===== src/rtl/accel_pkg.sv =====
// rtl/accel_pkg.sv - shared types and widths for the accelerator memory path
package accel_pkg;

  localparam int VECTOR_WIDTH = 32;

  typedef enum logic [1:0] {
    ZERO = 2'b00,
    POS  = 2'b01,
    NEG  = 2'b10,
    RSVD = 2'b11
  } mat_code_t;

  typedef enum logic [1:0] {
    MEM_OK        = 2'b00,
    MEM_ERR_RANGE = 2'b01,
    MEM_ERR_CODE  = 2'b10,
    MEM_ERR_BUSY  = 2'b11
  } mem_error_t;

  typedef enum logic [1:0] {
    ST_INIT    = 2'b00,
    ST_READY   = 2'b01,
    ST_RECOVER = 2'b10
  } bank_state_t;

endpackage


===== src/rtl/shared_mem_array.sv =====
// rtl/shared_mem_array.sv - width/depth array, synchronous write, asynchronous read
module shared_mem_array #(
  parameter int WIDTH = 32,
  parameter int DEPTH = 64,
  parameter int AW    = 6
) (
  input  logic             clk,
  input  logic             we,
  input  logic [AW-1:0]    waddr,
  input  logic [WIDTH-1:0] wdata,
  input  logic [AW-1:0]    raddr,
  output logic [WIDTH-1:0] rdata
);

  localparam int IW = (DEPTH > 1) ? $clog2(DEPTH) : 1;

  logic [WIDTH-1:0] mem [DEPTH];

  logic waddr_ok;
  logic raddr_ok;

  assign waddr_ok = int'(waddr) < DEPTH;
  assign raddr_ok = int'(raddr) < DEPTH;

  // Contents are deliberately not reset; the owner clears them by sweeping.
  always_ff @(posedge clk) begin
    if (we && waddr_ok) begin
      mem[waddr[IW-1:0]] <= wdata;
    end
  end

  assign rdata = raddr_ok ? mem[raddr[IW-1:0]] : '0;

endmodule


===== src/rtl/shared_memory_bank.sv =====
// rtl/shared_memory_bank.sv - dual-port vector/matrix store with init sweep, write recovery and error pulses
module shared_memory_bank
  import accel_pkg::*;
#(
  parameter int VEC_DEPTH      = 64,
  parameter int MAT_DEPTH      = 256,
  parameter int WRITE_RECOVERY = 1
) (
  input  logic                    clk,
  input  logic                    rst_n,
  input  logic [5:0]              mem_addr_a,
  input  logic                    mem_we_a,
  input  logic [VECTOR_WIDTH-1:0] mem_wdata_a,
  output logic [VECTOR_WIDTH-1:0] mem_rdata_a,
  input  logic [7:0]              mem_addr_b,
  input  logic                    mem_we_b,
  input  logic [1:0]              mem_wdata_b,
  output logic [1:0]              mem_rdata_b,
  output logic                    mem_busy,
  output logic [1:0]              mem_error
);

  bank_state_t state, state_n;
  logic [7:0]  clr_idx, clr_idx_n;
  logic [2:0]  rec_cnt, rec_cnt_n;
  logic        busy_n;
  mem_error_t  err_q, err_n;

  logic legal_a, legal_b, code_rsvd;
  logic acc_a, acc_b;
  logic in_init;

  logic                    a_we, b_we;
  logic [5:0]              a_waddr;
  logic [7:0]              b_waddr;
  logic [VECTOR_WIDTH-1:0] a_wdata, a_rdata;
  logic [1:0]              b_wdata, b_rdata;

  assign in_init   = (state == ST_INIT);
  assign legal_a   = int'(mem_addr_a) < VEC_DEPTH;
  assign legal_b   = int'(mem_addr_b) < MAT_DEPTH;
  assign code_rsvd = (mat_code_t'(mem_wdata_b) == RSVD);
  assign acc_a     = !mem_busy && mem_we_a && legal_a;
  assign acc_b     = !mem_busy && mem_we_b && legal_b && !code_rsvd;

  // The clear sweep owns both write ports while in INIT.
  assign a_we    = in_init ? (int'(clr_idx) < VEC_DEPTH) : acc_a;
  assign a_waddr = in_init ? clr_idx[5:0] : mem_addr_a;
  assign a_wdata = in_init ? '0 : mem_wdata_a;
  assign b_we    = in_init ? 1'b1 : acc_b;
  assign b_waddr = in_init ? clr_idx : mem_addr_b;
  assign b_wdata = in_init ? 2'b00 : mem_wdata_b;

  shared_mem_array #(.WIDTH(VECTOR_WIDTH), .DEPTH(VEC_DEPTH), .AW(6)) u_vec (
    .clk   (clk),
    .we    (a_we),
    .waddr (a_waddr),
    .wdata (a_wdata),
    .raddr (mem_addr_a),
    .rdata (a_rdata)
  );

  shared_mem_array #(.WIDTH(2), .DEPTH(MAT_DEPTH), .AW(8)) u_mat (
    .clk   (clk),
    .we    (b_we),
    .waddr (b_waddr),
    .wdata (b_wdata),
    .raddr (mem_addr_b),
    .rdata (b_rdata)
  );

  assign mem_rdata_a = in_init ? '0 : a_rdata;
  assign mem_rdata_b = in_init ? 2'b00 : b_rdata;
  assign mem_error   = err_q;

  always_ff @(posedge clk or negedge rst_n) begin
    if (!rst_n) begin
      state    <= ST_INIT;
      clr_idx  <= '0;
      rec_cnt  <= '0;
      mem_busy <= 1'b1;
      err_q    <= MEM_OK;
    end else begin
      state    <= state_n;
      clr_idx  <= clr_idx_n;
      rec_cnt  <= rec_cnt_n;
      mem_busy <= busy_n;
      err_q    <= err_n;
    end
  end

  always_comb begin
    state_n   = state;
    clr_idx_n = clr_idx;
    rec_cnt_n = rec_cnt;
    err_n     = MEM_OK;

    case (state)
      ST_INIT: begin
        clr_idx_n = clr_idx + 8'd1;
        if (int'(clr_idx) == MAT_DEPTH - 1) begin
          state_n   = ST_READY;
          clr_idx_n = '0;
        end
      end
      ST_READY: begin
        if ((acc_a || acc_b) && (WRITE_RECOVERY > 0)) begin
          state_n   = ST_RECOVER;
          rec_cnt_n = 3'(WRITE_RECOVERY);
        end
      end
      ST_RECOVER: begin
        rec_cnt_n = rec_cnt - 3'd1;
        if (rec_cnt <= 3'd1) begin
          state_n   = ST_READY;
          rec_cnt_n = '0;
        end
      end
      default: state_n = ST_INIT;
    endcase

    busy_n = (state_n != ST_READY);

    // Busy outranks range, which outranks a reserved code.
    if (mem_busy && (mem_we_a || mem_we_b)) begin
      err_n = MEM_ERR_BUSY;
    end else if ((mem_we_a && !legal_a) || (mem_we_b && !legal_b)) begin
      err_n = MEM_ERR_RANGE;
    end else if (mem_we_b && code_rsvd) begin
      err_n = MEM_ERR_CODE;
    end
  end

endmodule


===== config.mk =====
export PLATFORM = sky130hd
export DESIGN_NAME = shared_memory_bank
export DESIGN_NICKNAME = d
export VERILOG_FILES = /design/src/rtl/accel_pkg.sv /design/src/rtl/shared_mem_array.sv /design/src/rtl/shared_memory_bank.sv
export SDC_FILE = /design/constraint.sdc
export NUM_CORES = 2
export LEC_CHECK = 0
export CORE_ASPECT_RATIO = 1.25
export CORE_UTILIZATION = 25
export CTS_CLUSTER_SIZE = 16
export DETAILED_ROUTE_END_ITERATION = 16
export SLEW_MARGIN = 10
export SYNTH_ARGS = -nofsm -noshare
export SYNTH_HDL_FRONTEND = slang
export SYNTH_SLANG_ARGS = --single-unit

===== constraint.sdc =====
create_clock -name clk -period 6 [get_ports clk]
set_input_delay 0.6 -clock clk [delete_from_list [all_inputs] [get_ports clk]]
set_output_delay 0.6 -clock clk [all_outputs]
set_load 0.02 [all_outputs]

Yosys cells after proc, flatten, opt, wreduce, memory -nomap -nowiden
Memories as Yosys holds them, arrays and structs flattened.
Cells that the tools add are included.
{"block": "totals", "mem_count": 2, "ram_bits": 2560, "out_inout_bits": 37, "inputBits": 52, "register_bits": 16, "elab_cells": 51}
{"name": "u_vec.mem", "depth": 64, "word_bits": 32, "rd": 1, "rd_ports_with_merged_regs": 0, "write_ports": 1, "line": "shared_mem_array.sv:17", "rtl": "logic [WIDTH-1:0] mem [DEPTH];"}
{"name": "u_mat.mem", "depth": 256, "word_bits": 2, "rd": 1, "rd_ports_with_merged_regs": 0, "write_ports": 1, "line": "shared_mem_array.sv:17"}
{"block": "op_classes", "order_cmp": 2, "n_reduce_logical": 12, "n_mux": 22, "addsub": 2, "eq_ne": 6}
{"operator": "$mux 32", "count": 2}
{"operator": "$mux 8", "count": 2}
{"operator": "$mux 2", "count": 7}
{"operator": "$add 8x1->8 const B", "count": 1}
{"operator": "$eq 8x1->1 const B", "count": 1}
{"operator": "$lt 8x7->1 const B", "count": 1}
{"operator": "$mux 1", "count": 6}
{"operator": "$mux 3", "count": 2}
{"operator": "$mux 6", "count": 1}
{"operator": "$pmux 2 s3", "count": 1}
{"operator": "$pmux 3 s2", "count": 1}
{"operator": "$logic_and 1x1->1", "count": 5}
{"operator": "$eq 2x2->1 const B", "count": 2}
{"operator": "$le 3x1->1 const B", "count": 1}
{"operator": "$sub 3x1->3 const B", "count": 1}
{"operator": "$eq 2x1->1 const B", "count": 1}
{"operator": "$logic_not 1->1", "count": 2}
{"operator": "$logic_not 2->1", "count": 1}
{"operator": "$logic_or 1x1->1", "count": 2}
{"operator": "$ne 2x1->1 const B", "count": 1}
{"operator": "$ne 2x2->1 const B", "count": 1}
{"operator": "$reduce_and 2->1", "count": 1}
{"operator": "$reduce_bool 2->1", "count": 1}

Longest topological paths before layout
{"block": "logic_depth", "depth_word": 7, "mapped_depth": 10}

Hierarchy
A second synthesis with hierarchy kept.
{"block": "hier_totals", "cells_unflattened": 4735, "hier_area_um2": 100721.6}
{"mod": "shared_mem_array (u_vec)", "area_per_inst_um2": 77874.7, "instances": 1, "seq_area_each_um2": 61499.0, "cells_each": 3292}
{"mod": "shared_mem_array (u_mat)", "area_per_inst_um2": 21341.7, "instances": 1, "seq_area_each_um2": 15374.7, "cells_each": 1240}
{"mod": "shared_memory_bank", "area_per_inst_um2": 1505.2, "instances": 1, "seq_area_each_um2": 401.6, "cells_each": 203}

Worst setup path before layout
No wires, ideal clock.
{"block": "synth_timing", "path_kind": "register -> register", "from": "register state[0]", "to": "memory u_mat.mem[0][1], data pin", "arrival_ps": 4643, "synth_period_minus_slack_ps": 5512, "required_time_ps": 5131, "path_buffers": 3, "path_stages_with_launch": 6, "setup_slack_ps": 488, "path_cell_list": "dfrtp_1 or2_2 clkbuf_1 clkbuf_1 clkbuf_1 and2_1"}
{"block": "synth_via", "elab_chain_len": 2}
{"element": "start: declaration", "line": "shared_memory_bank.sv:23", "rtl": "bank_state_t state, state_n;"}
{"element": "start signal: assignment", "line": "shared_memory_bank.sv:84", "rtl": "state <= state_n;"}
{"element": "$logic_not 2->1", "line": "shared_memory_bank.sv:39", "rtl": "assign in_init = (state == ST_INIT);"}
{"element": "$mux 2", "line": "shared_memory_bank.sv:52", "rtl": "assign b_wdata = in_init ? 2'b00 : mem_wdata_b;"}
{"element": "via b_wdata[1]", "line": "shared_memory_bank.sv:37", "rtl": "logic [1:0] b_wdata, b_rdata;"}
{"element": "end: declaration", "line": "shared_mem_array.sv:17"}
The timed path passes the listed nets, and every way through them passes these cells.

Worst setup path after layout
{"block": "layout_timing", "from": "input port mem_addr_b[2]", "to": "output port mem_rdata_b[1]"}
{"block": "layout_via", "elab_chain_len": 2}
{"element": "start: declaration", "line": "shared_memory_bank.sv:15", "rtl": "input logic [7:0] mem_addr_b,"}
{"element": "$mem_v2 256x2"}
{"element": "$mux 2", "line": "shared_memory_bank.sv:73", "rtl": "assign mem_rdata_b = in_init ? 2'b00 : b_rdata;"}
{"element": "end: declaration", "line": "shared_memory_bank.sv:18", "rtl": "output logic [1:0] mem_rdata_b,"}
No other way between the ends.

==> impl_metrics.tcl <==
set metrics [dict create \
    synth_warnings 0 \
    maxCapViolCount 0 \
    yosys-top-cells-area "edfxtp_1 77%, mux4_2 18%, nor2_1 1.3%" \
    gr-total-overflow 0 \
    swShare 0.201 \
    power_leakage_nw 31.2 \
    grt_max_degree 257 \
    cpPeakStageDelay_ps 940 \
    clk_root_buffer_cell "clkbuf_16" \
    holdCritPathClass "in -> async" \
    start_util 0.251 \
    crit_buf_inv 2 \
    antenna_found_initial 29 \
    pwr-share-seq 0.525 \
    finalSetupTns_ps 0 \
    crit_type "in -> out" \
    run_status "complete, no violations" \
    clock_sinks 2576 \
    ant_nets 0 \
    final_min_period_over_clock_period 0.819 \
    die_w_um 568 \
    ys_types 56 \
    final-hold-violation-count 0 \
    drt_iter0_drc 5674 \
    synth_area_mm2 0.100 \
    cts_resized 0 \
    gp_congestion 0.792 \
    setup-violations-final 0 \
    yosysMostFrequentCell "edfxtp_1" \
    vias 48093 \
    nNetsFinal 4685 \
    r2r-start "state[0]" \
    clockBufferDepth 4 \
    ir_drop_v 0.000210 \
    path_cells "buf_2, and2_1, a22oi_1, nand3_1, a31oi_1, o32ai_1, clkdlybuf4s50_1" \
    synth_cells 4330 \
    final_cells 10068 \
    dp_cells 9573 \
    clkTransAtPathRegs_ps 60 \
    grt_pass1_vias 49306 \
    synthFlopType "edfxtp_1" \
    p_clk_frac 0.449 \
    cts_tree "yes" \
    routedWlPerCell_um 27.0 \
    synth_edf_count 2560 \
    reg2reg_slack_ps 1400 \
    comb_power_share 0.027 \
    cp_max_fo 32 \
    max_freq_mhz 203 \
    cts_max_level 5 \
    skew_ps 38.5 \
    routed_wl_mm 272 \
    crit_family "buffers and inverters" \
    cts_buffers 274 \
    grt_usage 0.132 \
    drc 0 \
    cts_hold_buf 0 \
    ys_ff_latch 2576 \
    power_density_mw_per_mm2 315 \
    r2r_cells 7 \
    avgSynthCellArea_um2 23.1 \
    worst_setup_path_start_kind "primary input" \
    dp_hpwl_mm 154 \
    switchingPower_mw 7.45 \
    hold_ws_ps 241 \
    rows 259 \
    port_buffers 88 \
    synth_area_leader_cell "edfxtp_1" \
    drive_gt1_frac 0.303 \
    required_ps 5400 \
    synth_fp_nets 4385 \
    die-area_mm2 0.402 \
    cp-end-kind "output port" \
    area_delta_synth_final_pct 17.7 \
    fin_crit_ps 4910 \
    maxSlewHeadroom 0.106 \
    clk_latency_ps 840 \
    worstMarginPinSlew_ps 1340 \
    dr.pass1.iters 6 \
    r2r-end "u_vec.mem[13][27]" \
    rsz0062_at_grt "false" \
    startpoint "mem_addr_b[2]" \
    slew_violations 0 \
    synth_commonest_cells "2560 x edfxtp_1, 807 x mux4_2, 343 x nor2_1" \
    grt_pass1_wl_mm 380 \
    critPathSlowestCell "and2_1" \
    async_reset_ff_frac 0.00621 \
    vias_per_cell 4.78 \
    ys_seq_area_frac 0.773 \
    crit_arrival_ps 4310 \
    io_pins 89 \
    core_mm2 0.398 \
    fp.dieH_um 709 \
    synth.top_cell.area_share 0.769 \
    intPower_mw 29.7 \
    post_cts_buffers 0 \
]
power by group through the flow:
| stage | clock [mW] | sequential [mW] | combinational, mW |
|---|---|---|---|
| 6_report | 16.6 | 19.5 | 0.987 |
| 5_1_grt | 17.6 | 19.5 | 1.04 |
| 4_1_cts | 16.9 | 19.5 | 1.00 |
| 3_5_place_dp | 0 | 19.9 | 0.998 |
| 3_3_place_gp | 0 | 19.9 | 0.997 |
| 2_1_floorplan | 0 | 19.9 | 0.636 |
flip-flops by register name (all words and copies together) (netlist names):
signal	cells
mem_error	2
mem_busy	1
clr_idx	8
rec_cnt	3
u_vec.mem	2048
state	2
u_mat.mem	512
final cells by class:
class                           instances  area [um2]
Timing Repair Buffer                  269        2950
Clock buffer                          344        7310
Antenna cell                           16        40.0
Clock inverter                        134        1410
Sequential cell                      2576       77300
Inverter                                8        30.0
Fill cell                           38163      280000
Tap cell                             5220        6530
Multi-Input combinational cell       1501       22100
metrics by stage:
step	util	total power [mW]	setup WS, ps	instance area (um2)
finish	0.296	37.1	1090	118000
global route	0.296	38.1	1040	118000
CTS	0.296	37.4	1070	118000
detailed placement	0.274	20.9	1070	109000
global placement	0.274	20.9	1020	109000
floorplan	-	20.5	488	100000
worst max path at each step:
stage                                  to  slack, ps  depth (start not counted)
after CTS                  mem_rdata_b[1]       1070                          7
final                      mem_rdata_b[1]       1090                          7
after global routing       mem_rdata_b[0]       1040                          7
after floorplan           u_mat.mem[0][1]        490                          5
after detailed placement   mem_rdata_b[1]       1070                          7
after global placement     mem_rdata_b[1]       1020                          7
cells in the final DEF (no fill, tap or decap), drive strengths merged, types with 8 or more instances in the layout:
| cell | instances |
|---|---|
| edfxtp | 2560 |
| mux4 | 807 |
| clkbuf | 346 |
| nor2 | 343 |
| buf | 188 |
| clkinv | 99 |
| nand2 | 82 |
| clkdlybuf4s50 | 79 |
| and2 | 69 |
| bufinv | 25 |
| o21ai | 20 |
| diode | 16 |
| mux2i | 16 |
| a22oi | 16 |
| a21oi | 15 |
| dfrtp | 15 |
| inv | 14 |
| nand3 | 13 |
| nand3b | 12 |
| nor2b | 11 |
| nor3 | 8 |
per-layer routing:
| metal | vias to the layer above | GRT usage | wire (um) |
|---|---|---|---|
| met2 | 2259 | 0.220 | 134000 |
| met4 | 14 | 0.0338 | 6560 |
| met5 | - | 0 | 89 |
| li1 | 18998 | - | - |
| met1 | 26427 | 0.173 | 107000 |
| met3 | 395 | 0.0293 | 23900 |
cells by family after synthesis:
kind of cell             after synthesis  share of synthesized area
XOR/XNOR                               5                   0.000438
adder cells (fa/ha/maj)                3                   0.000375
buffers and inverters                253                     0.0109
multiplexers                         823                      0.183
AO/OA/AOI/OAI                        103                    0.00702
flip-flops                          2576                      0.773
AND/OR/NAND/NOR                      567                     0.0249
No activity file was read; power rests on OpenSTA's default activity.
